`src/rtl/rv32_mtimer_pkg.sv`:
```
// Shared types for the machine timer: register offsets, bus FSM states, CTRL layout.
`default_nettype none

package rv32_types;

  localparam int          MTIMER_PRESCALE_W = 16;
  localparam logic [31:0] MTIMER_BASE       = 32'h0200_4000;

  typedef enum logic [2:0] {
    MTIMER_MTIME_LO = 3'd0,
    MTIMER_MTIME_HI = 3'd1,
    MTIMER_CMP_LO   = 3'd2,
    MTIMER_CMP_HI   = 3'd3,
    MTIMER_CTRL     = 3'd4
  } mtimer_reg_e;

  typedef enum logic {
    BUS_IDLE = 1'b0,
    BUS_RESP = 1'b1
  } mtimer_bus_e;

  typedef struct packed {
    logic [MTIMER_PRESCALE_W-1:0] divisor;
    logic                         enable;
  } mtimer_ctrl_t;

endpackage

`default_nettype wire

```
`src/rtl/rv32_mtimer_prescaler.sv`:
```
// Prescaler: emits a one-cycle tick every (divisor+1) enabled cycles.
`default_nettype none

module rv32_mtimer_prescaler #(
  parameter int PRESCALE_W = 16
) (
  input  logic                  clk,
  input  logic                  resetn,
  input  logic                  enable,
  input  logic [PRESCALE_W-1:0] divisor,
  input  logic                  clear,
  output logic                  tick
);

  logic [PRESCALE_W-1:0] cnt;

  assign tick = enable && (cnt == divisor);

  always_ff @(posedge clk) begin
    if (!resetn) begin
      cnt <= '0;
    end else if (clear) begin
      cnt <= '0;
    end else if (enable) begin
      cnt <= tick ? '0 : cnt + 1'b1;
    end
  end

endmodule

`default_nettype wire

```
`src/rtl/rv32_mtimer.sv`:
```
// Machine timer: 64-bit mtime/mtimecmp, mtip generation and a single-outstanding word bus port.
`default_nettype none

module rv32_mtimer
  import rv32_types::*;
#(
  parameter int          PRESCALE_W     = 16,
  parameter logic [63:0] MTIMECMP_RESET = 64'hFFFF_FFFF_FFFF_FFFF
) (
  input  logic        clk,
  input  logic        resetn,
  input  logic        req_valid,
  input  logic [4:0]  req_addr,
  input  logic        req_we,
  input  logic [3:0]  req_be,
  input  logic [31:0] req_wdata,
  output logic        done,
  output logic [31:0] rdata,
  output logic        mtip
);

  function automatic logic [31:0] be_merge(input logic [31:0] old_word,
                                           input logic [31:0] new_word,
                                           input logic [3:0]  be);
    logic [31:0] merged_word;
    merged_word = old_word;
    for (int i = 0; i < 4; i++) begin
      if (be[i]) merged_word[8*i +: 8] = new_word[8*i +: 8];
    end
    return merged_word;
  endfunction

  mtimer_bus_e  state;
  mtimer_reg_e  sel;
  mtimer_ctrl_t ctrl;
  logic [63:0]  mtime;
  logic [63:0]  mtimecmp;
  logic [31:0]  shadow;
  logic [31:0]  rd_hold;
  logic [31:0]  ctrl_word;
  logic [31:0]  cur_word;
  logic [31:0]  rd_value;
  logic [31:0]  merged;
  logic         accept;
  logic         wr;
  logic         tick;
  logic         unused_addr;

  // Byte lanes are selected by req_be, so the low address bits carry no information.
  assign unused_addr = ^req_addr[1:0];

  assign sel       = mtimer_reg_e'(req_addr[4:2]);
  assign accept    = (state == BUS_IDLE) && req_valid;
  assign wr        = accept && req_we;
  assign ctrl_word = (32'(ctrl.divisor[PRESCALE_W-1:0]) << 8) | {31'd0, ctrl.enable};

  always_comb begin
    cur_word = '0;
    case (sel)
      MTIMER_MTIME_LO: cur_word = mtime[31:0];
      MTIMER_MTIME_HI: cur_word = mtime[63:32];
      MTIMER_CMP_LO:   cur_word = mtimecmp[31:0];
      MTIMER_CMP_HI:   cur_word = mtimecmp[63:32];
      MTIMER_CTRL:     cur_word = ctrl_word;
      default:         cur_word = '0;
    endcase
  end

  assign rd_value = (sel == MTIMER_MTIME_HI) ? shadow : cur_word;
  assign merged   = be_merge(cur_word, req_wdata, req_be);

  rv32_mtimer_prescaler #(
    .PRESCALE_W (PRESCALE_W)
  ) u_prescaler (
    .clk     (clk),
    .resetn  (resetn),
    .enable  (ctrl.enable),
    .divisor (ctrl.divisor[PRESCALE_W-1:0]),
    .clear   (wr && (sel == MTIMER_CTRL)),
    .tick    (tick)
  );

  always_ff @(posedge clk) begin
    if (!resetn) begin
      mtime        <= '0;
      mtimecmp     <= MTIMECMP_RESET;
      ctrl.enable  <= 1'b1;
      ctrl.divisor <= '0;
      shadow       <= '0;
      mtip         <= 1'b0;
    end else begin
      mtip <= (mtime >= mtimecmp);

      // A software write to either half overrides the tick, so no carry crosses halves.
      if (wr && (sel == MTIMER_MTIME_LO)) begin
        mtime[31:0] <= merged;
      end else if (wr && (sel == MTIMER_MTIME_HI)) begin
        mtime[63:32] <= merged;
      end else if (tick) begin
        mtime <= mtime + 64'd1;
      end

      if (wr && (sel == MTIMER_CMP_LO)) mtimecmp[31:0]  <= merged;
      if (wr && (sel == MTIMER_CMP_HI)) mtimecmp[63:32] <= merged;

      if (wr && (sel == MTIMER_CTRL)) begin
        ctrl.enable  <= merged[0];
        ctrl.divisor <= MTIMER_PRESCALE_W'(merged[8 +: PRESCALE_W]);
      end

      if (accept && !req_we && (sel == MTIMER_MTIME_LO)) shadow <= mtime[63:32];
    end
  end

  always_ff @(posedge clk) begin
    if (!resetn) begin
      state   <= BUS_IDLE;
      done    <= 1'b0;
      rdata   <= '0;
      rd_hold <= '0;
    end else begin
      case (state)
        BUS_IDLE: begin
          done  <= 1'b0;
          rdata <= '0;
          if (req_valid) begin
            state   <= BUS_RESP;
            rd_hold <= req_we ? 32'd0 : rd_value;
          end
        end
        BUS_RESP: begin
          state <= BUS_IDLE;
          done  <= 1'b1;
          rdata <= rd_hold;
        end
        default: state <= BUS_IDLE;
      endcase
    end
  end

endmodule

`default_nettype wire
```
`config.mk`:
```
export PLATFORM = sky130hd
export DESIGN_NAME = rv32_mtimer
export DESIGN_NICKNAME = d
export VERILOG_FILES = /design/src/rtl/rv32_mtimer_pkg.sv /design/src/rtl/rv32_mtimer_prescaler.sv /design/src/rtl/rv32_mtimer.sv
export SDC_FILE = /design/constraint.sdc
export NUM_CORES = 1
export LEC_CHECK = 0
export CAP_MARGIN = 20
export CORE_ASPECT_RATIO = 0.9
export CORE_UTILIZATION = 55
export CTS_CLUSTER_SIZE = 30
export DETAILED_ROUTE_END_ITERATION = 8
export GPL_TIMING_DRIVEN = 0
export PLACE_DENSITY = 0.77
export SKIP_CTS_REPAIR_TIMING = 1
export SLEW_MARGIN = 5
export SYNTH_ARGS = -nofsm -noshare
export SYNTH_HDL_FRONTEND = slang
export SYNTH_HIERARCHICAL = 1
export SYNTH_SLANG_ARGS = --single-unit
```
`constraint.sdc`:
```
create_clock -name clk -period 2.4 [get_ports clk]
set_clock_uncertainty 0.05 [all_clocks]
set_input_delay 0.24 -clock clk [delete_from_list [all_inputs] [get_ports clk]]
set_output_delay 0.24 -clock clk [all_outputs]
set_load 0.1 [all_outputs]
```
==> results of run 1 <==
-- worst min path at each step --
stage	to	slack, ps	cells past startpoint
finish	rd_hold[20]	400	2
global route	shadow[21]	420	2
CTS	rd_hold[17]	400	2
detailed placement	rd_hold[17]	390	2
global placement	rd_hold[20]	380	2
floorplan	rd_hold[0]	370	2
-- registers in the layout (all words and copies together), names as in the netlist --
name,cells
ctrl,17
mtimecmp,64
state,1
done,1
shadow,32
rd_hold,32
mtip,1
mtime,64
rdata,32
u_prescaler/cnt,16
-- cells in the mapped netlist, drive strengths merged, types with 27 or more instances --
master,instances
a21oi,108
a22oi,39
and3,53
clkbuf,95
dfxtp,260
ha,66
inv,80
mux2i,46
nand2,260
nand3,47
nand4,44
nor2,92
nor3,44
o211ai,70
o21ai,64
xnor2,32
xor2,27
-- metrics by stage --
step	util [%]	worst slack (ps)	hold slack [ps]
3_5_place_dp	60.9	-1850	386
5_1_grt	70.7	-524	422
6_report	70.7	-451	398
2_1_floorplan	-	-14.1	367
3_3_place_gp	60.9	-2080	378
4_1_cts	64.6	-1300	400
-- layout make-up --
class / count / share of cell area [%]
inverters: 80 / 1.72
clock inverters: 9 / 0.437
flip-flops and latches: 260 / 29.8
well taps: 342 / 2.41
multi-input cells: 1237 / 50.1
repair buffers: 141 / 7.53
clock buffers: 40 / 4.77
plain buffers: 111 / 3.22
-- critical path, delay by kind of cell, from the launching register on --
family                    cells  cell delay, ps
xor gates and xnor gates      1             200
buffers and inverters         2             230
AOI/OAI and AO/OA             2             340
DFF                           1             360
and+or+nand+nor               6            1570
-- logic make-up after synthesis --
| kind of cell | synth area share (%) |
|---|---|
| AND/OR/NAND/NOR | 21.8 |
| buffers and inverters | 5.34 |
| XOR/XNOR | 3.67 |
| flip-flops | 37.0 |
| adder cells (fa/ha/maj) | 5.86 |
| multiplexers | 7.67 |
| AO/OA/AOI/OAI | 18.7 |
-- power groups by stage --
stage               Sequential [W]  Combinational, W  Clock (W)
floorplan                  0.00458          0.000755          0
global placement           0.00460           0.00131          0
detailed placement         0.00461           0.00132          0
CTS                        0.00451           0.00133    0.00441
global route               0.00453           0.00200    0.00460
finish                     0.00452           0.00195    0.00445
-- routing by layer --
metal,vias up,GRT usage (%)
met1,7157,59.2
li1,6495,-
met4,0,26.9
met5,-,0
met3,280,11.7
met2,1120,64.0
==> flow_summary_export.csv, run 1 <==
group,metric,value,unit
status,status,"finished with violations",
status,violations,"negative setup slack",
critical_path,crit_type,"register to register",
synth,synth.top_cell.area_share,37.0,%
critical_path,critPathLaunchType,"register",
detailed_routing,route.vias.total,15100,
timing,clock.fmax,0.351,GHz
synth,netlist_area,14100,um2
grt,grt_max_degree,14,
pwr,p_switching,0.00323,W
timing,setup_tns,-13120,ps
floorplan,num_rows,55,
detailed_routing,top_layer,"met4",
synth,synthDistinctLibCells,74,
grt,grt_pass1_wl,85.2,mm
pwr,swShare,29.5,%
timing,setup_viol,89,
cts,ctsHtreeMaxLevel,1,
timing,post-route-min-period,2850,ps
finish,layout_common_cells,"nand2_1 (257), dfxtp_1 (219), a21oi_1 (101)",
critical_path,worst_path_most_repeated_cell,"nand4_1",
placed_design,dp_hpwl,43.5,mm
synth,synth-seq-cells,260,
floorplan,io_pins,79,
placed_design,dp.cells,2110,
critical_path,cpPeakStageDelay,390,ps
critical_path,r2r_start,"u_prescaler/cnt[7]",
detailed_routing,wl_met1,23.2,mm
finish,antennaDiodeCount,0,
critical_path,cp-startpoint,"u_prescaler/cnt[7]",
pwr,leakage,7.80,nW
finish,fill_cells,1954,
grt,antenna_found_initial,0,
finish,final_layout_size_suffix_gt1_share,18.8,%
finish,multiInputGateArea,8900,um2
cts,cts_made_buffers,28,
run,maxCapViolCount,0,
cts,root_buffer,"clkbuf_16",
grt,grt_pass1_vias,13300,
timing,hold_violations,0,
grt,overflow,0,
timing,post-route-period-util,119,%
synth,yosysSeqAreaShare,37.0,%
cts,clock_path_buffers,3,
floorplan,die_area,26200,um2
detailed_routing,drc,0,
pwr,internal_power,0.00770,W
timing,layout_setup_ws,-451,ps
min_path,hold_start,"rd_hold[20]",
timing,rsz0062_at_grt,"true",
synth,synth_edf_count,0,
placed_design,place_area,15300,um2
grt,grt_usage,44.4,%
finish,nets,1970,
critical_path,cp_max_fo,7,
detailed_routing,wl_per_cell,27.2,um
pwr,clockPowerShare,40.8,%
synth,yosysWarnings,6,
critical_path,critical_path.endpoint,"mtime[24]",
timing,tightest_slew,1140,ps
finish,final_common_cell,"nand2_1",
finish,final_cell_count_no_fill,2220,
critical_path,ff2ff_path_depth,11,
detailed_routing,routed_wl,60.3,mm
synth,synthCells,1690,
detailed_routing,route.met3.wl,7.73,mm
placed_design,gp_congestion,1.02,
finish,fin_area,17800,um2
synth,ys_async_sr_fraction,0,%
detailed_routing,ant_nets,0,
synth,synth_top_cell_by_area,"dfxtp_1",
pwr,power,0.0109,W
critical_path,r2r_slack,-450,ps
floorplan,core,25100,um2
min_path,hp-class,"register to register",
critical_path,r2r_end,"mtime[24]",
critical_path,arrival,3260,ps
critical_path,worst_path_max_delay_cell,"or3_1",
cts,worstSkewPairLatency,570,ps
finish,regArea,5290,um2
critical_path,crit_chain,"xor2_1 -> nor4_1 -> nand4_1 -> nor3_4 -> buf_6 -> inv_6 -> a21oi_4 -> nand4_1 -> or3_1 -> and3_1 -> a211oi_1",
detailed_routing,via_per_inst,6.78,
floorplan,die_y,154,um
timing,relSlewSlack,23.4,%
pwr,ir_drop,0.543,mV
pwr,p_per_area,615,nW/um2
synth,ys.flop_type,"dfxtp_1",
synth,netlist_top_cells_area,"dfxtp_1 (37%), nand2_1 (6.9%), ha_1 (5.9%)",
critical_path,worstPathRequired,2810,ps
detailed_routing,routed-wl-met2,25.1,mm
placed_design,place.port_buffers,75,
detailed_routing,first_iter_violations,2537,
floorplan,fp.dieW,171,um
timing,drv_slew,0,
detailed_routing,dr.pass1.iters,8,
synth,avgSynthCellArea,8.33,um2
cts,cts_tree,"done",
finish,syn2layout_area_growth,26.1,%
pwr,pwr-share-comb,17.8,%
pwr,pwr-share-seq,41.4,%
cts,cts_num_sinks,260,
synth,syn_nets,1801,
critical_path,end_kind,"register",
floorplan,start_util,56.1,%
cts,clk_pin_slew,70,ps
(Power assumes the default switching activity.)
==> run 2, diff against run 1 <==
Settings changed: CORE_UTILIZATION 55 to 56, CTS_BUF_LIST from default to sky130_fd_sc_hd__clkbuf_2 sky130_fd_sc_hd__clkbuf_4 sky130_fd_sc_hd__clkbuf_8, PLACE_DENSITY 0.77 to 0.78, SETUP_SLACK_MARGIN from default to 0.05.
==> flow_summary_export.csv, run 2 (same netlist as run 1, synthesis figures left out) <==
group,metric,value,unit
placed_design,dp.cells,2104,
pwr,ir_drop,0.480,mV
pwr,p_per_area,628,nW/um2
min_path,hold_depth,2,
floorplan,num_rows,54,
critical_path,arrival,3340,ps
floorplan,core,24500,um2
floorplan,fp.dieW,169,um
min_path,hold_start,"rd_hold[18]",
detailed_routing,ant_nets,0,
timing,setup_viol,66,
detailed_routing,top_layer,"met4",
cts,cts_tree,"done",
critical_path,r2r_start,"u_prescaler/cnt[5]",
floorplan,start_util,57.6,%
status,violations,"negative setup slack",
timing,rsz0062_at_grt,"true",
status,status,"finished with violations",
finish,final_common_cell,"nand2_1",
detailed_routing,drc,0,
finish,fin_util,71.7,%
min_path,hold-path-endpoint,"rd_hold[18]",
critical_path,r2r_end,"mtime[26]",
min_path,hp-class,"register to register",
timing,post-route-min-period,2890,ps
grt,grt_pass1_vias,13500,
finish,final_cell_count_no_fill,2226,
critical_path,critPathLaunchType,"register",
finish,syn2layout_area_growth,24.6,%
finish,layout_common_cells,"nand2_1 (255), dfxtp_1 (228), a21oi_1 (104)",
timing,relSlewSlack,31.2,%
cts,worstSkewPairLatency,590,ps
critical_path,worst_path_most_repeated_cell,"nand4_1",
finish,final_layout_size_suffix_gt1_share,19.1,%
timing,tightest_slew,1030,ps
critical_path,ff2ff_path_depth,11,
timing,layout_setup_ws,-486,ps
cts,root_buffer,"clkbuf_8",
floorplan,die_area,25800,um2
placed_design,gp_congestion,1.02,
critical_path,r2r_slack,-490,ps
timing,clock.fmax,0.346,GHz
detailed_routing,dr.pass1.iters,7,
floorplan,die_y,152,um
critical_path,cp_max_fo,7,
critical_path,crit_type,"register to register",
critical_path,crit_buf_inv,2,
detailed_routing,route.met3.wl,8.68,mm
critical_path,cpPeakStageDelay,440,ps
critical_path,crit_chain,"xor2_1 -> nor4_1 -> nand4_1 -> nor3_4 -> buf_6 -> inv_4 -> a21oi_4 -> nand4_1 -> or3_1 -> and3_4 -> a211oi_2",
timing,hold_violations,0,
detailed_routing,routed-wl-met2,24.7,mm
detailed_routing,first_iter_violations,2284,
pwr,leakage,7.78,nW
critical_path,end_kind,"register",
finish,fill_cells,1953,
placed_design,dp_hpwl,43.6,mm
cts,clock_path_buffers,3,
cts,cts_num_sinks,260,
grt,overflow,0,
critical_path,worstPathRequired,2850,ps
finish,nets,1964,
grt,grt_max_degree,12,
cts,cts_made_buffers,44,
grt,antenna_found_initial,2,
critical_path,crit_family,"simple AND/OR/NAND/NOR gates",
grt,grt_pass1_wl,86.1,mm
detailed_routing,wl_met1,23.1,mm
timing,post-route-period-util,120,%
floorplan,io_pins,79,
run,maxCapViolCount,0,
cts,ctsHtreeMaxLevel,2,
detailed_routing,route.vias.total,15200,
placed_design,place.port_buffers,75,
detailed_routing,via_per_inst,6.81,
critical_path,worst_path_max_delay_cell,"or3_1",
detailed_routing,wl_per_cell,27.4,um
cts,clk_pin_slew,60,ps
detailed_routing,routed_wl,61.1,mm
grt,grt_usage,45.3,%
timing,drv_slew,0,
finish,reg_top3,"mtime (64), mtimecmp (64)",
==> run 2: cell types whose count changed in the layout (fill, tap and decap cells not counted), sizes merged, moves of 2 or more <==
cell      previous run  this run
diode                0         2
bufinv               1         4
clkinv               5        10
clkinvlp             3         1
buf                 87        65
clkbuf             130       155
==> run 2: through the flow <==
stage	cell area [um2]	TNS (ps)	total power, W	hold WS, ps	setup slack, ps
after floorplan	14100	-28.2	0.00533	367	-14.1
after global placement	15300	-267820	0.00593	378	-2120
after detailed placement	15300	-266720	0.00595	386	-1800
after CTS	16400	-150590	0.0106	399	-1220
after global routing	17500	-16210	0.0112	421	-565
final	17500	-12940	0.0110	400	-486
==> run 2: worst register-to-register path, stage by stage, from the launching register on <==
cell	delay, ps
dfxtp_2	350
xor2_1	190
nor4_1	300
nand4_1	220
nor3_4	220
buf_6	170
inv_4	50
a21oi_4	150
nand4_1	290
or3_1	440
and3_4	180
a211oi_2	190
==> run 2: layout make-up <==
cell class / instances / area (um2) / share of cell area, %
multi-input cells: 1237 / 8820 / 50.3
flip-flops and latches: 260 / 5280 / 30.1
repair buffers: 118 / 1100 / 6.25
clock buffers: 65 / 857 / 4.88
plain buffers: 112 / 573 / 3.27
well taps: 336 / 420 / 2.40
inverters: 80 / 303 / 1.73
clock inverters: 16 / 186 / 1.06
diodes: 2 / 5.00 / 0.0285
==> run 2: worst max-delay path by stage <==
stage               cells past startpoint     endpoint                start
floorplan                              10    mtime[24]   u_prescaler/cnt[2]
global placement                        8  mtimecmp[0]          req_addr[3]
finish                                 11    mtime[26]   u_prescaler/cnt[5]
detailed placement                      8    mtime[34]          req_addr[2]
global route                           11    mtime[26]  u_prescaler/cnt[11]
CTS                                     8    mtime[34]          req_addr[2]
==> run 2: routing by layer <==
metal,global-route usage [%],vias to the layer above
li1,-,6487
met1,61.3,7103
met2,64.5,1270
met3,12.0,303
met4,27.2,0
met5,0,-
==> run 2: power by group <==
group          total, W  leakage, nW  switching [W]  internal (W)
Sequential      0.00453         2.12       0.000133       0.00440
Clock           0.00474        0.552        0.00201       0.00273
Combinational   0.00174         5.11        0.00114      0.000602
